**config.mk**
```make
export PLATFORM = sky130hd
export DESIGN_NAME = host_wr_master
export DESIGN_NICKNAME = d
export VERILOG_FILES = /design/src/rtl/host_cmd_pkg.sv /design/src/rtl/cmd_timeout_ctr.sv /design/src/rtl/host_wr_master.sv
export SDC_FILE = /design/constraint.sdc
export NUM_CORES = 1
export LEC_CHECK = 0
export CORE_MARGIN = 2
export CORE_UTILIZATION = 56
export DETAILED_ROUTE_END_ITERATION = 8
export GPL_TIMING_DRIVEN = 0
export MAX_ROUTING_LAYER = met4
export PLACE_DENSITY = 0.95
export SYNTH_ARGS = -nofsm -noshare
export SYNTH_HDL_FRONTEND = slang
export SYNTH_SLANG_ARGS = --single-unit
```
**constraint.sdc**
```tcl
create_clock -name clk_in -period 4.45 [get_ports clk_in]
set_clock_uncertainty 0.15 [all_clocks]
set_input_delay 0.89 -clock clk_in [delete_from_list [all_inputs] [get_ports clk_in]]
set_output_delay 0.89 -clock clk_in [all_outputs]
set_load 0.03 [all_outputs]
```
**src/rtl/host_cmd_pkg.sv**
```systemverilog
// Shared constants, frame layout and state encoding for the host command path.
package host_cmd_pkg;

  localparam int W_WORD      = 16;
  localparam int N_CHAN      = 8;
  localparam int W_WR_ADDR   = 16;
  localparam int W_WR_CHAN   = 16;
  localparam int W_WR_DATA   = 48;
  localparam int TIMEOUT_CYC = 1024;

  localparam int N_DW        = (W_WR_DATA + W_WORD - 1) / W_WORD;
  localparam int FRAME_WORDS = 2 + N_DW;
  localparam int SLOT_ADDR   = 0;
  localparam int SLOT_CHAN   = 1;
  localparam int W_DBUF      = N_DW * W_WORD;
  localparam int W_DIDX      = (N_DW > 1) ? $clog2(N_DW) : 1;

  localparam int ERR_BAD_CHAN = 0;
  localparam int ERR_TIMEOUT  = 1;

  typedef enum logic [1:0] {
    S_ADDR  = 2'd0,
    S_CHAN  = 2'd1,
    S_DATA  = 2'd2,
    S_ISSUE = 2'd3
  } state_t;

endpackage

```
**src/rtl/cmd_timeout_ctr.sv**
```systemverilog
// Clearable saturating cycle counter; o_tc is high while the count equals LIMIT.
module cmd_timeout_ctr #(
  parameter int LIMIT = 1024
) (
  input  logic clk_in,
  input  logic rst_n_in,
  input  logic i_clr,
  input  logic i_en,
  output logic o_tc
);

  localparam int W_CNT = $clog2(LIMIT + 1);

  logic [W_CNT-1:0] r_cnt;

  always_ff @(posedge clk_in or negedge rst_n_in) begin
    if (!rst_n_in) begin
      r_cnt <= '0;
    end else if (i_clr) begin
      r_cnt <= '0;
    end else if (i_en && (r_cnt != W_CNT'(LIMIT))) begin
      r_cnt <= r_cnt + 1'b1;
    end
  end

  assign o_tc = (r_cnt == W_CNT'(LIMIT));

endmodule

```
**src/rtl/host_wr_master.sv**
```systemverilog
// Assembles five-word host frames (addr, chan, data low/mid/high) into one
// registered write strobe; drops bad-channel and stalled frames with sticky flags.
module host_wr_master
  import host_cmd_pkg::*;
(
  input  logic                 clk_in,
  input  logic                 rst_n_in,
  input  logic                 cmd_dv_in,
  input  logic [W_WORD-1:0]    cmd_word_in,
  output logic                 cmd_rdy_out,
  input  logic                 err_clr_in,
  output logic                 wr_en,
  output logic [W_WR_ADDR-1:0] wr_addr,
  output logic [W_WR_CHAN-1:0] wr_chan,
  output logic [W_WR_DATA-1:0] wr_data,
  output logic [15:0]          wr_count_out,
  output logic [1:0]           err_out,
  output state_t               dbg_state_out
);

  localparam logic [W_DIDX-1:0] LAST_DIDX = W_DIDX'(N_DW - 1);

  // Handshake: a word transfers on every rising edge where cmd_dv_in and
  // cmd_rdy_out are both high; dv without ready is simply ignored, never held.
  state_t                 r_state, w_next_state;
  logic                   r_rdy;
  logic [W_WR_ADDR-1:0]   r_addr_asm;
  logic [W_WR_CHAN-1:0]   r_chan_asm;
  logic [W_DBUF-1:0]      r_data_buf;
  logic [W_DIDX-1:0]      r_didx;
  logic                   r_drop;
  logic                   r_wr_en;
  logic [W_WR_ADDR-1:0]   r_wr_addr;
  logic [W_WR_CHAN-1:0]   r_wr_chan;
  logic [W_WR_DATA-1:0]   r_wr_data;
  logic [15:0]            r_count;
  logic [1:0]             r_err;

  logic                   w_accept, w_in_frame, w_tc, w_timeout;
  logic                   w_last, w_issue, w_bad;
  logic [W_DBUF-1:0]      w_frame_data;
  logic [1:0]             w_err_next;

  assign w_accept   = cmd_dv_in && r_rdy;
  assign w_in_frame = (r_state == S_CHAN) || (r_state == S_DATA);
  assign w_timeout  = w_in_frame && w_tc;

  cmd_timeout_ctr #(.LIMIT(TIMEOUT_CYC)) u_timeout (
    .clk_in   (clk_in),
    .rst_n_in (rst_n_in),
    .i_clr    (w_accept || !w_in_frame),
    .i_en     (w_in_frame),
    .o_tc     (w_tc)
  );

  always_ff @(posedge clk_in or negedge rst_n_in) begin
    if (!rst_n_in) r_state <= S_ADDR;
    else           r_state <= w_next_state;
  end

  always_comb begin
    w_next_state = r_state;
    case (r_state)
      S_ADDR:  if (w_accept) w_next_state = S_CHAN;
      S_CHAN:  if (w_timeout) w_next_state = S_ADDR;
               else if (w_accept) w_next_state = S_DATA;
      S_DATA:  if (w_timeout) w_next_state = S_ADDR;
               else if (w_accept && (r_didx == LAST_DIDX)) w_next_state = S_ISSUE;
      S_ISSUE: w_next_state = S_ADDR;
      default: w_next_state = S_ADDR;
    endcase
  end

  // Issue effects are registered on the last-word edge so they are visible in S_ISSUE.
  always_comb begin
    w_last       = (r_state == S_DATA) && w_accept && !w_timeout && (r_didx == LAST_DIDX);
    w_issue      = w_last && !r_drop;
    w_bad        = w_last && r_drop;
    w_frame_data = r_data_buf;
    w_frame_data[(N_DW-1)*W_WORD +: W_WORD] = cmd_word_in;
    w_err_next   = r_err;
    if (err_clr_in) w_err_next = 2'b00;
    if (w_bad)      w_err_next[ERR_BAD_CHAN] = 1'b1;
    if (w_timeout)  w_err_next[ERR_TIMEOUT]  = 1'b1;
  end

  always_ff @(posedge clk_in or negedge rst_n_in) begin
    if (!rst_n_in) begin
      r_addr_asm <= '0;
      r_chan_asm <= '0;
      r_data_buf <= '0;
      r_didx     <= '0;
      r_drop     <= 1'b0;
    end else if (w_timeout || (r_state == S_ISSUE)) begin
      r_didx <= '0;
      r_drop <= 1'b0;
    end else if (w_accept) begin
      case (r_state)
        S_ADDR: r_addr_asm <= cmd_word_in[W_WR_ADDR-1:0];
        S_CHAN: begin
          r_chan_asm <= cmd_word_in[W_WR_CHAN-1:0];
          r_drop     <= (cmd_word_in >= W_WORD'(N_CHAN));
          r_didx     <= '0;
        end
        S_DATA: begin
          r_data_buf[int'(r_didx)*W_WORD +: W_WORD] <= cmd_word_in;
          r_didx <= r_didx + 1'b1;
        end
        default: ;
      endcase
    end
  end

  always_ff @(posedge clk_in or negedge rst_n_in) begin
    if (!rst_n_in) begin
      r_rdy     <= 1'b0;
      r_wr_en   <= 1'b0;
      r_wr_addr <= '0;
      r_wr_chan <= '0;
      r_wr_data <= '0;
      r_count   <= '0;
      r_err     <= '0;
    end else begin
      r_rdy   <= (w_next_state != S_ISSUE);
      r_wr_en <= w_issue;
      r_err   <= w_err_next;
      if (w_issue) begin
        r_wr_addr <= r_addr_asm;
        r_wr_chan <= r_chan_asm;
        r_wr_data <= w_frame_data[W_WR_DATA-1:0];
        r_count   <= r_count + 16'd1;
      end
    end
  end

  assign cmd_rdy_out   = r_rdy;
  assign wr_en         = r_wr_en;
  assign wr_addr       = r_wr_addr;
  assign wr_chan       = r_wr_chan;
  assign wr_data       = r_wr_data;
  assign wr_count_out  = r_count;
  assign err_out       = r_err;
  assign dbg_state_out = r_state;

endmodule

```
======== After elaboration in Yosys (flattened, before gate mapping) ========
Cells that the tools add are included.
cells by class
  reduce and logical (&&, ||, !) cells .... 27
  eq/ne operators ......................... 7
  add/sub/neg operators ................... 4
  $lt $le $gt $ge ......................... 1
  multiplexer cells ....................... 18
  shift operators ......................... 2
  bitwise gates (word level) .............. 1
operators by type and width
  operator                                                count
  bitwise mux 48 bit                                      1
  variable shift 16 x 33 -> 48 bit, first input constant  1
  indexed part select 16 x 33 -> 48 bit                   1
  negator 6 -> 33 bit                                     1
  2-to-1 mux 11 bit                                       2
  adder 16 x 1 -> 16 bit, second input constant           1
  >= comparator 16 x 4 -> 1 bit, second input constant    1
  2-to-1 mux 2 bit                                        8
  adder 11 x 1 -> 11 bit, second input constant           1
  == test 11 bit, second input constant                   1
  inequality test 11 bit, second input constant           1
  nonzero test 2 bit                                      5
  logical AND 1 bit                                       9
  AND reduction 3 bit                                     3
  case mux 2 bit (4 select lines)                         1
  == test 2 bit, second input constant                    3
  2-to-1 mux 1 bit                                        5
  case mux 2 bit (2 select lines)                         1
  AND reduction 2 bit                                     2
  zero test 1 bit                                         3
  logical OR 1 bit                                        3
  nonzero test 3 bit                                      1
  adder 2 x 1 -> 2 bit, second input constant             1
  == test 2 x 1 -> 1 bit, second input constant           1
  3 further kinds                                         3
word-level totals
  bits of input ports ..................... 20
  flip-flop bits (word level) ............. 196

======== Depth between registers and ports, before layout ========
  depth after elaboration ................. 8
  mapped depth ............................ 8

======== By module ========
From an unflattened synthesis, not the netlist that was laid out.
unflattened totals
  cells, all modules ...................... 575
  area, all modules ....................... 7403.4 µm²
by module, submodules not included
  module           sequential area each (µm²)  area an instance (µm²)  times used  cells an instance
  host_wr_master   4229.1                      6698.9                  1           497
  cmd_timeout_ctr  275.3                       704.4                   1           78

======== Least setup slack after synthesis ========
Ideal clock, no wire load.
  kind .................................... reg2reg
  start point ............................. register r_state[0] (netlist: dbg_state_out[0])
  end point ............................... register r_wr_addr[0] (netlist: wr_addr[0])
  clock period less this slack ............ 2.362 ns
  cell stages (with the launch flop) ...... 8
  library setup time ...................... 0.125 ns
  required time ........................... 4.175 ns
  buffers on the path ..................... 2
  slack ................................... 2.088 ns
  data arrival time ....................... 2.087 ns
  cells stage by stage .................... dfrtp_1 -> inv_1 -> ha_1 -> and4_1 -> nor3_2 -> buf_6 -> buf_6 -> mux2_4
on the way
  longest elaborated chain between the ends .. 7
  elaborated cells on any way between the ends .. 9
  classes of those cells .................. 2 x eq/ne; 7 x reduce/logical
ends and longest elaborated chain
  what                                                     RTL line                                    RTL
  from (decl)                                              host_wr_master.sv:25                        state_t r_state, w_next_state;
  from (signal assigned)                                   host_wr_master.sv:58                        else r_state <= w_next_state;
  == test 2 x 1 -> 1 bit or == test 2 bit (tied branches)  host_wr_master.sv:45, host_wr_master.sv:76
  logical OR 1 bit                                         host_wr_master.sv:45                        assign w_in_frame = (r_state == S_CHAN) || (r_state == S_DATA);
  logical AND 1 bit                                        host_wr_master.sv:46                        assign w_timeout = w_in_frame && w_tc;
  zero test 1 bit                                          host_wr_master.sv:76                        w_last = (r_state == S_DATA) && w_accept && !w_timeout && (r_didx == LAST_DIDX);
  logical AND 1 bit * (2 in series)                        host_wr_master.sv:76
  logical AND 1 bit *                                      host_wr_master.sv:77                        w_issue = w_last && !r_drop;
  to (signal assigned)                                     host_wr_master.sv:128                       r_wr_addr <= r_addr_asm;
  to (decl)                                                host_wr_master.sv:33                        logic [W_WR_ADDR-1:0] r_wr_addr;
Every way passes the cells marked *; elsewhere a longest branch is shown, timed or not.
A chain may end at the register's enable or synchronous reset.

======== Worst setup path after layout ========
  start point ............................. register r_state[0] (netlist: dbg_state_out[0])
  end point ............................... output port dbg_state_out[0]
RTL lines
  what       RTL line              RTL
  to (decl)  host_wr_master.sv:18  output state_t dbg_state_out
No word-level cell between the ends.

==> out/metrics.yaml <==
drtPass1Iterations: 5
synth_area_um2: 7785
cts.sinks: 180
crit_chain: "clkdlybuf4s50_1"
diodes: 0
drive_gt1_share_pct: 22.96
hold_path.class: "in -> async"
p_leak_uw: 0.004506
p_comb_share_pct: 20.4
core_um2: 13720
slew_headroom_pct: 39.61
swShare_pct: 29.11
p_total_uw: 4442
drt-initial-drc-count: 301
worstMarginPinSlew_ns: 0.8990
yosysWarnings: 0
antenna_found_initial: 0
netlist-cell-type-count: 40
grt_pass1_vias: 5225
numCtsBuffers: 17
grt.overflow.total: 0
crit_family: "buffers and inverters"
criticalPathCategory: "reg -> out"
drc_errors: 0
peakVddDrop_uv: 331.6
routedWlPerCell_um: 20.27
htree_levels: 4
clk_path_buf_depth: 2
insertion_delay_ns: 0.43
period_share_pct: 59.37
synthCells: 558
worstPathRequired_ns: 3.41
endpoint_kind: "primary output"
port_buffers: 121
cpMaxStageDelayCell: "clkdlybuf4s50_1"
slew_viol_final: 0
routabilityCongestion: 0.8757
finalHoldViolCount: 0
rsz0062_at_grt: "no"
slowest_delay_ns: 0.72
intPower_uw: 3149
ioPinCount: 122
wirelength_mm: 18.04
cp_num_buf_inv: 1
synth_top_cell_by_area: "dfrtp_1"
root_buffer: "clkbuf_16"
layout.cells.most_common_list: "dfrtp_1, clkdlybuf4s50_1, mux2_4"
vias_per_cell: 5.520
cts_setup_buffers: 0
cts_tree: "built"
grt_pass1_wl_mm: 28.73
fmax_mhz: 378.5
maxCapViolCount: 0
status: "complete, no violations"
synth.ff_latch_count: 180
post_cts_resized: 0
syn2layout_area_growth_pct: 25.89
vias: 4913
finalSetupTns_ns: 0
synth.net_count: 590
p_sw_uw: 1293
hpwl_mm: 12.31
hold_slack_ns: 0.2796
seq_area_frac_synth_pct: 57.86
synthDominantCellAreaShare_pct: 57.86
finalSetupViolCount: 0
syn_avg_cell_area_um2: 13.95
std_cell_rows: 43
start_util_pct: 56.74
synthTopCellsByArea: "dfrtp_1, mux2_4, mux2_2"
p_per_area_nw_per_um2: 453.2
power_frac_seq_pct: 47.8
fp.dieW_um: 121.9
ant_nets: 0
ctsHoldBuffers: 0
path_max_fanout: 6
critPathArrivalTime_ns: 1.60
track_usage_pct: 26.62
min_period_ns: 2.642
clkTransAtPathRegs_ns: 0.06
startpoint_type: "flip-flop"
grt_max_degree: 103
dieArea_um2: 14860
final_nets: 731
die_h_um: 121.9
final_common_cell: "dfrtp_1"
clock_power_share_pct: 31.8
## path summary, 6_finish.rpt
kind / startpoint / endpoint / slack [ns] / depth (start not counted)
worst max-delay path: dbg_state_out[0] / dbg_state_out[0] / 1.81 / 1
worst min-delay path: rst_n_in / u_timeout.r_cnt[3] / 0.28 / 1
worst max register to register: r_didx[0] / r_data_buf[28] / 1.92 / 7
worst min register to register: wr_count_out[15] / wr_count_out[15] / 0.33 / 1
max in group asynchronous: rst_n_in / wr_addr[9] / 2.99 / 2
min in group clk_in: wr_count_out[15] / wr_count_out[15] / 0.33 / 1
## power groups by stage
| stage | Sequential [µW] | Clock, µW | Combinational, µW |
|---|---|---|---|
| final | 2120 | 1410 | 908 |
| after CTS | 2120 | 1430 | 914 |
| after floorplan | 2100 | 0 | 642 |
| after global routing | 2160 | 1500 | 1000 |
| after global placement | 2110 | 0 | 829 |
| after detailed placement | 2140 | 0 | 893 |
## Yosys cell counts, drive strengths merged
| master | instances |
|---|---|
| clkbuf | 7 |
| a21bo | 1 |
| a211o | 1 |
| inv | 42 |
| a21oi | 4 |
| xnor2 | 15 |
| xor2 | 9 |
| nand3b | 2 |
| nor2b | 1 |
| o21ai | 7 |
| o41ai | 1 |
| mux2i | 33 |
| nor3 | 5 |
| a41oi | 1 |
| and4 | 3 |
| or2 | 1 |
| nand4 | 15 |
| buf | 16 |
| a21boi | 1 |
| nand2 | 38 |
| and3 | 10 |
| dfrtp | 180 |
| nand3 | 14 |
| nor4 | 3 |
| and4bb | 1 |
| and4b | 1 |
| ha | 12 |
| mux2 | 113 |
| and2 | 1 |
| nor4b | 1 |
| nand4b | 2 |
| nand2b | 1 |
| nor2 | 16 |
## layout make-up
class                           count  area (µm²)
Buffer                             23       173.9
Clock buffer                       19       442.9
Clock inverter                     11       103.9
Fill cell                         878        3919
Inverter                           42       157.7
Multi-Input combinational cell    313        2949
Sequential cell                   180        4504
Tap cell                          180       225.2
Timing Repair Buffer              122        1244
## kinds of logic (layout without fill, tap and decap cells)
family	Yosys count	in the layout	share of synthesized area, %
xor gates and xnor gates	24	24	2.700
and+or+nand+nor	115	115	7.876
DFF	180	180	57.86
buffers and inverters	65	217	4.259
adders and majority gates	12	12	1.929
AOI/OAI and AO/OA	16	16	1.511
muxes	146	146	23.87
## through the flow
| step | worst slack [ns] | utilization [%] | cells | cell area [µm²] |
|---|---|---|---|---|
| global placement | -4.388 | 67.21 | 859 | 9221 |
| CTS | 1.787 | 71.44 | 890 | 9801 |
| finish | 1.808 | 71.44 | 890 | 9801 |
| detailed placement | 1.497 | 67.45 | 860 | 9254 |
| floorplan | 2.088 | - | 558 | 7785 |
| global route | 1.752 | 71.44 | 890 | 9801 |
## layer usage
metal | global-route usage [%] | up-vias | routed length, µm
li1 | - | 2186 | -
met1 | 33.08 | 2513 | 7306
met2 | 42.81 | 169 | 9336
met3 | 5.852 | 45 | 869
met4 | 10.56 | 0 | 529
met5 | - | - | 0
## state kept, by name (all words and copies together), names as in the netlist, 2 cells and up
register and cells:
wr_count_out 16, u_timeout.r_cnt 11, r_chan_asm 16, wr_data 48, err_out 2, wr_chan 16, wr_addr 16, dbg_state_out 2
r_data_buf 32, r_didx 2, r_addr_asm 16
(Power assumes the default switching activity.)
